`src/rtl/conf_ctx_reg_file.sv`:
```
// conf_ctx_reg_file
//   Multi-context configuration store. Each of NUM_CTX contexts holds DEPTH
//   instruction words. Exactly one context is active and feeds the read
//   port. The other contexts can be loaded in the background through a
//   valid/ready port. A small switch FSM moves execution to another context
//   at a safe point, which is a clock-enabled cycle with no read.
//
//   Optional build macro: CONF_CTX_PARITY_EN
//     Defined   -> one even-parity bit is stored per word and checked on every read.
//     Undefined -> no parity storage exists and par_err_o is tied low.
//
//   Ports
//     clk_i, rst_ni        clock, asynchronous active-low reset
//     ce_i                 clock enable for the read and swap paths
//     re_i, global_pc_i    read request and read address in the active context
//     conf_o               registered instruction word
//     conf_valid_o         conf_o was updated this cycle
//     par_err_o            parity error on the current conf_o
//     ld_valid_i/ready_o   load handshake
//     ld_ctx_i/addr_i/data_i  load target and data
//     ld_err_o             one-cycle pulse: an accepted load was out of range and was dropped
//     swap_req_i, swap_ctx_i  context switch request
//     swap_ack_o           one-cycle pulse: switch finished or was a no-op
//     busy_o               a switch is pending
//     active_ctx_o         context that is currently executing
module conf_ctx_reg_file #(
  parameter int INSTR_WIDTH = 32,
  parameter int DEPTH       = 32,
  parameter int NUM_CTX     = 2,
  localparam int PC_W       = $clog2(DEPTH),
  localparam int CTX_W      = $clog2(NUM_CTX)
) (
  input  logic                   clk_i,
  input  logic                   rst_ni,
  input  logic                   ce_i,
  input  logic                   re_i,
  input  logic [PC_W-1:0]        global_pc_i,
  output logic [INSTR_WIDTH-1:0] conf_o,
  output logic                   conf_valid_o,
  output logic                   par_err_o,
  input  logic                   ld_valid_i,
  output logic                   ld_ready_o,
  input  logic [CTX_W-1:0]       ld_ctx_i,
  input  logic [PC_W-1:0]        ld_addr_i,
  input  logic [INSTR_WIDTH-1:0] ld_data_i,
  output logic                   ld_err_o,
  input  logic                   swap_req_i,
  input  logic [CTX_W-1:0]       swap_ctx_i,
  output logic                   swap_ack_o,
  output logic                   busy_o,
  output logic [CTX_W-1:0]       active_ctx_o
);

  // Bounds are compared with one extra bit, because DEPTH and NUM_CTX can be
  // exact powers of two.
  localparam logic [PC_W:0]  DEPTH_L = DEPTH[PC_W:0];
  localparam logic [CTX_W:0] NCTX_L  = NUM_CTX[CTX_W:0];

  typedef enum logic {RUN, PEND} state_t;

  state_t                   state_q, state_d;
  logic [CTX_W-1:0]         active_ctx_q;
  logic [CTX_W-1:0]         pend_ctx_q;
  logic                     ack_d;
  logic                     latch_pend;
  logic                     commit;

  logic [INSTR_WIDTH-1:0]   mem [NUM_CTX][DEPTH];

  logic                     rd_en;
  logic                     rd_in_range;
  logic [INSTR_WIDTH-1:0]   rd_word;
  logic                     rd_par_err;
  logic                     ld_accept;
  logic                     ld_in_range;
  logic                     swap_ctx_ok;

  assign busy_o       = (state_q == PEND);
  assign active_ctx_o = active_ctx_q;

  // A context that is executing, or that is about to execute, must not be
  // rewritten under the read port.
  assign ld_ready_o  = !((ld_ctx_i == active_ctx_q) ||
                         (busy_o && (ld_ctx_i == pend_ctx_q)));
  assign ld_accept   = ld_valid_i && ld_ready_o;
  assign ld_in_range = ({1'b0, ld_addr_i} < DEPTH_L) && ({1'b0, ld_ctx_i} < NCTX_L);

  assign rd_en       = re_i && ce_i;
  assign rd_in_range = ({1'b0, global_pc_i} < DEPTH_L);
  assign rd_word     = rd_in_range ? mem[active_ctx_q][global_pc_i] : '0;
  assign swap_ctx_ok = ({1'b0, swap_ctx_i} < NCTX_L);

  // Word storage is deliberately left out of reset.
  always_ff @(posedge clk_i) begin
    if (ld_accept && ld_in_range) begin
      mem[ld_ctx_i][ld_addr_i] <= ld_data_i;
    end
  end

`ifdef CONF_CTX_PARITY_EN
  logic par_mem [NUM_CTX][DEPTH];

  always_ff @(posedge clk_i) begin
    if (ld_accept && ld_in_range) begin
      par_mem[ld_ctx_i][ld_addr_i] <= ^ld_data_i;
    end
  end

  assign rd_par_err = rd_in_range && ((^rd_word) != par_mem[active_ctx_q][global_pc_i]);
`else
  assign rd_par_err = 1'b0;
`endif

  // The switch commits only in an enabled cycle that has no read. As a
  // result, a read never observes a context that changes in the same cycle.
  always_comb begin
    state_d    = state_q;
    ack_d      = 1'b0;
    latch_pend = 1'b0;
    commit     = 1'b0;
    case (state_q)
      RUN: begin
        if (swap_req_i && ce_i) begin
          if ((swap_ctx_i == active_ctx_q) || !swap_ctx_ok) begin
            ack_d = 1'b1;
          end else begin
            latch_pend = 1'b1;
            state_d    = PEND;
          end
        end
      end
      PEND: begin
        if (ce_i && !re_i) begin
          commit  = 1'b1;
          ack_d   = 1'b1;
          state_d = RUN;
        end
      end
      default: state_d = RUN;
    endcase
  end

  always_ff @(posedge clk_i or negedge rst_ni) begin
    if (!rst_ni) begin
      state_q      <= RUN;
      active_ctx_q <= '0;
      pend_ctx_q   <= '0;
      swap_ack_o   <= 1'b0;
    end else begin
      state_q    <= state_d;
      swap_ack_o <= ack_d;
      if (latch_pend) begin
        pend_ctx_q <= swap_ctx_i;
      end
      if (commit) begin
        active_ctx_q <= pend_ctx_q;
      end
    end
  end

  // par_err_o follows conf_o and holds with it between reads.
  always_ff @(posedge clk_i or negedge rst_ni) begin
    if (!rst_ni) begin
      conf_o       <= '0;
      conf_valid_o <= 1'b0;
      par_err_o    <= 1'b0;
      ld_err_o     <= 1'b0;
    end else begin
      conf_valid_o <= rd_en;
      ld_err_o     <= ld_accept && !ld_in_range;
      if (rd_en) begin
        conf_o    <= rd_word;
        par_err_o <= rd_par_err;
      end
    end
  end

endmodule
```
`config.mk`:
```
export PLATFORM = sky130hd
export DESIGN_NAME = conf_ctx_reg_file
export DESIGN_NICKNAME = d
export VERILOG_FILES = /design/src/rtl/conf_ctx_reg_file.sv
export SDC_FILE = /design/constraint.sdc
export NUM_CORES = 2
export LEC_CHECK = 0
export CAP_MARGIN = 25
export CORE_AREA = 2 2 361 363
export DETAILED_ROUTE_END_ITERATION = 10
export DIE_AREA = 0 0 363 365
export PLACE_DENSITY = 0.78
export SLEW_MARGIN = 20
export SYNTH_ARGS = -nofsm -noshare
export SYNTH_HDL_FRONTEND = slang
export SYNTH_SLANG_ARGS = --single-unit
```
`constraint.sdc`:
```
create_clock -name clk_i -period 5.5 [get_ports clk_i]
set_input_delay 1.65 -clock clk_i [delete_from_list [all_inputs] [get_ports clk_i]]
set_output_delay 1.65 -clock clk_i [all_outputs]
set_load 0.01 [all_outputs]
```
* Word level (Yosys, flattened, before mapping)
Memory sizes are Yosys's and may differ from the RTL's.
Index checks and enable logic that the tools add are counted.
** Storage, ports and cells
- Register bits :: 37
- RAM bits :: 2048
- Input bits :: 50
- Output and inout bits :: 39
- Word-level logic and storage cells :: 42
- Memories :: 1
** Operators by class
- Order comparisons :: 3
- Equal/unequal tests :: 3
- Muxes and demuxes :: 17
- Bitwise operators :: 3
- Reductions and logical operators :: 9
** Memories
- mem :: depth 2, bits a word 1024, read ports 1, clocked after memory_dff 0, wr ports 1, RTL line 68 : logic [INSTR_WIDTH-1:0] mem [NUM_CTX][DEPTH];
** Operators by type and width (count)
- $mux 1024 :: 1
- $bmux 32 s5 :: 1
- $demux 32 s5 :: 1
- $mux 32 :: 3
- $ge 6x6->1 const B :: 2
- $not 5->6 :: 2
- $mux 1 :: 9
- $logic_and 1x1->1 :: 6
- $lt 6x1->1 const B :: 1
- $pmux 1 s2 :: 2
- $eq 1x1->1 :: 3
- $logic_not 1->1 :: 2
- $logic_or 1x1->1 :: 1
- $not 1->1 :: 1

* Longest topological paths before layout
- Word-level depth :: 7
- Depth in mapped cells :: 10
- Gate-level depth less buffers :: 6

* Least setup slack after synthesis
Ideal clock, no wire load.
- Path kind :: input to register
- Start :: input port ld_ctx_i
- End :: memory mem[1][192] (netlist bit), enable pin
- Library setup time :: 0.421 ns
- Arrival :: 4.499 ns
- Required time :: 5.079 ns
- Setup slack :: 0.579 ns
- Cell stages on the path :: 7
- Path buffers :: 2
- Cells stage by stage :: buf_2 > a21bo_2 > o22ai_1 > nand3_1 > or3b_2 > clkbuf_1 > nor2_1
** Between the ends
- Longest elaborated chain between the ends :: 7
- Elaborated cells between the ends (all ways) :: 8
- Classes of those cells :: eq/ne (2); mux (2); reduce/logical (4)
** Ends and longest elaborated chain
- start: declaration :: RTL line 43 : input logic [CTX_W-1:0] ld_ctx_i,
- $eq 1x1->1 :: RTL line 84 : (busy_o && (ld_ctx_i == pend_ctx_q)));
- $logic_and 1x1->1 :: RTL line 84
- $logic_or 1x1->1 * :: RTL line 83 : assign ld_ready_o = !((ld_ctx_i == active_ctx_q) ||
- $logic_not 1->1 * :: RTL line 83
- named net ld_ready_o :: RTL line 42 : output logic ld_ready_o,
- $logic_and 1x1->1 * :: RTL line 85 : assign ld_accept = ld_valid_i && ld_ready_o;
- $mux 1 * :: RTL line 95 : if (ld_accept && ld_in_range) begin
- $mux 1024 (implied by the code) * :: RTL line 96 : mem[ld_ctx_i][ld_addr_i] <= ld_data_i;
- end: declaration :: RTL line 68
The timed path passes the listed nets; every way through them passes the cells marked *.

* Final worst setup path
- Start :: input port ld_ctx_i
- End :: output port ld_ready_o
** Between the ends
- Longest elaborated chain between the ends :: 4
- Elaborated cells between the ends (all ways) :: 5
- Classes of those cells :: eq/ne (2); reduce/logical (3)
** Ends and longest elaborated chain (RTL line)
- $eq 1x1->1 :: 84
- $logic_and 1x1->1 :: 84
- $logic_or 1x1->1 * :: 83
- $logic_not 1->1 * :: 83
- end: declaration :: 42
Every way passes the cells marked *; elsewhere a longest branch is shown, timed or not.

==> flow_summary.toml <==
[detailed_routing]
routed_wl_mm = 201
drc = 0
vias_per_cell = 7.05
wire_per_inst_um = 35.2
vias = 40300
drt_iter0_markers = 5574
drt.antenna.violating_nets = 0
dr.pass1.iters = 6

[pwr]
finalPower_mw = 35.1
power.density_nw_per_um2 = 390
p_sw_frac = 0.236
ir_worst_vdd_mv = 0.398
power.leakage_nw = 28.9
p_switching_mw = 8.28
seqPwrFrac = 0.508
p_comb_frac = 0.115
p_int_mw = 26.8
pwr-share-clk = 0.378

[logic_synthesis]
synth-edff-count = 2048
syn-instance-count = 3640
ys_ff_latch = 2085
ys_seq_area_frac = 0.788
synth-main-ff-cell = "edfxtp_1"
synth.avg_cell_area_um2 = 21.8
synth.distinct_cells = 40
synth-async-reset-ratio = 0.0177
ys_warn_count = 0
mappedNetlistArea_um2 = 79300

[finish]
syn_to_final_growth_pct = 13.5
multiInputGateArea_um2 = 16300
seqCellArea_um2 = 62400
nNetsFinal = 3914
drive_gt1_frac = 0.236
num-fill-cells = 7154

[critical_path]
cp-startpoint = "ld_ctx_i"
path_cells = "clkdlybuf4s50_1 -> a21bo_2 -> o22ai_1 -> clkdlybuf4s50_1"
worstSetupPathType = "in2out"
worstSetupEndpointType = "output pin"
cp_slowest_cell = "clkdlybuf4s50_1"
r2r_setup_slack_ps = 1780
r2r-end = "conf_o[21]"
cp_common_cell = "clkdlybuf4s50_1"
worstReg2RegStart = "active_ctx_o"
start_kind = "primary input"
crit_path_end = "ld_ready_o"
cp_max_fo = 4
cp.arrival_ps = 3580
ff2ff_path_depth = 7
cp.required_ps = 3850
max_stage_delay_ps = 660

[floorplan]
die_x_um = 363
initial_core_util = 0.616
fp-row-count = 132
num_io_pins = 89
fp.coreArea_um2 = 129000
dieArea_um2 = 132000
die_height_um = 365

[clock_network]
cts.path.max_buffers = 3
h-tree-depth = 4
tritoncts = "yes"
cts_root_buf = "clkbuf_16"
cts_hold_buf = 0
post_cts_buffers = 0
cts_sinks = 2085
numCtsBuffers = 194
cts_resized = 0
clkLatencyLatePin_ps = 850
clk_pin_slew_ps = 60

[place]
place_hpwl_mm = 107
routabilityCongestion = 0.826
io_buffers = 86

[run]
drv_cap = 0

[timing]
hold_violations = 0
period_minus_slack_ps = 5230
worst_slew_pin_slew_ps = 1130
rsz0062_at_grt = "no"
finalSetupViolations = 0
worst_slew_margin_rel = 0.245
finalCritPeriodShare = 0.950
finalMaxSlewViolations = 0
finClkSkew_ps = 42.0
fmax_mhz = 191
tns_ps = 0

[grt]
track_usage = 0.310
grt_pass1_wl_mm = 288
overflow = 0
grt_start_max_net_pins = 90
grt_pass1_vias = 40400
antenna_found_initial = 17

[min_path]
min_path_type = "reg2reg"

[status]
status = "finished clean"
how the worst min path moves through the flow:
stage,start,end,slack [ps],depth (start not counted)
6_report,conf_o[23],conf_o[23],600,1
3_5_place_dp,conf_o[25],conf_o[25],570,1
5_1_grt,conf_o[8],conf_o[8],610,1
2_1_floorplan,pend_ctx_q,pend_ctx_q,530,2
3_3_place_gp,conf_o[24],conf_o[24],580,1
4_1_cts,conf_o[23],conf_o[23],590,1
critical path: cells and delay by family:
kind                   cells  cell delay (ps)
buffers and inverters      2             1170
AO/OA/AOI/OAI              2              750
final cells by class:
class	instances	share of cell area
multi-input cells	1336	0.181
clock buffers	239	0.0568
clock inverters	124	0.0132
inverters	2	0.0000834
repair buffers	245	0.0318
diodes	3	0.0000834
well taps	1675	0.0233
flip-flops and latches	2085	0.694
synthesized netlist by cell type (all sizes together), types with 2 or more instances:
master / count / area share
a211oi: 62 / 0.0059
a21oi: 32 / 0.0020
a221o: 32 / 0.0040
a22oi: 160 / 0.015
and3b: 2 / 0.00022
buf: 125 / 0.0094
clkbuf: 93 / 0.0044
dfrtp: 37 / 0.012
edfxtp: 2048 / 0.78
inv: 2 / 0.000095
mux2: 2 / 0.00028
mux2i: 288 / 0.036
mux4: 384 / 0.11
nand2: 38 / 0.0018
nand3: 69 / 0.0044
nand3b: 7 / 0.00066
nand4: 33 / 0.0026
nor2: 70 / 0.0034
nor2b: 35 / 0.0028
nor3b: 2 / 0.00019
o21ai: 2 / 0.00013
o22ai: 65 / 0.0051
or2: 2 / 0.00016
or3: 33 / 0.0026
or3b: 6 / 0.00066
cells by family after synthesis:
kind of cell	after synthesis	synth area share
AOI/OAI and AO/OA	358	0.0329
muxes	674	0.146
buffers and inverters	220	0.0139
DFF	2085	0.788
xor gates and xnor gates	1	0.000111
other	1	0.0000473
and+or+nand+nor	301	0.0197
sequential cells by signal, summed over array words and instances, names as in the netlist:
name / count
active_ctx_o: 1
swap_ack_o: 1
busy_o: 1
pend_ctx_q: 1
mem: 2048
conf_valid_o: 1
conf_o: 32
placed cells by master (no fill, tap or decap), drive strengths merged, types with 38 or more instances in the layout:
cell and count:
mux2i 288, clkbuf 240, mux4 384, edfxtp 2048
nor2 70, nand2 38, o22ai 65, nand3 69
buf 193, a211oi 62, clkinv 96, clkdlybuf4s50 51
a22oi 160
per-stage QoR:
stage	cell area, um2	setup slack [ps]	utilization	cells	hold WS (ps)
global placement	83400	314	0.648	5332	580
global route	90000	196	0.699	5707	615
finish	90000	273	0.699	5709	600
detailed placement	83600	335	0.650	5342	572
floorplan	79300	579	-	3641	534
CTS	89900	321	0.699	5705	591
power groups by stage:
stage | combinational [mW] | sequential [mW] | clock, mW
3_5_place_dp | 3.96 | 18.1 | 0
6_report | 4.03 | 17.8 | 13.2
5_1_grt | 4.24 | 17.8 | 13.9
2_1_floorplan | 2.76 | 18.0 | 0
4_1_cts | 4.03 | 17.8 | 13.3
3_3_place_gp | 3.86 | 18.1 | 0
routing by layer:
metal / share of wire / routed length [um] / track usage / vias up
met5: 0.00073 / 147 / 0 / -
met4: 0.042 / 8460 / 0.119 / 22
met3: 0.13 / 26400 / 0.0845 / 505
met1: 0.36 / 72400 / 0.435 / 20800
met2: 0.47 / 93400 / 0.472 / 3071
li1: - / - / - / 15800
(Power assumes the default switching activity.)
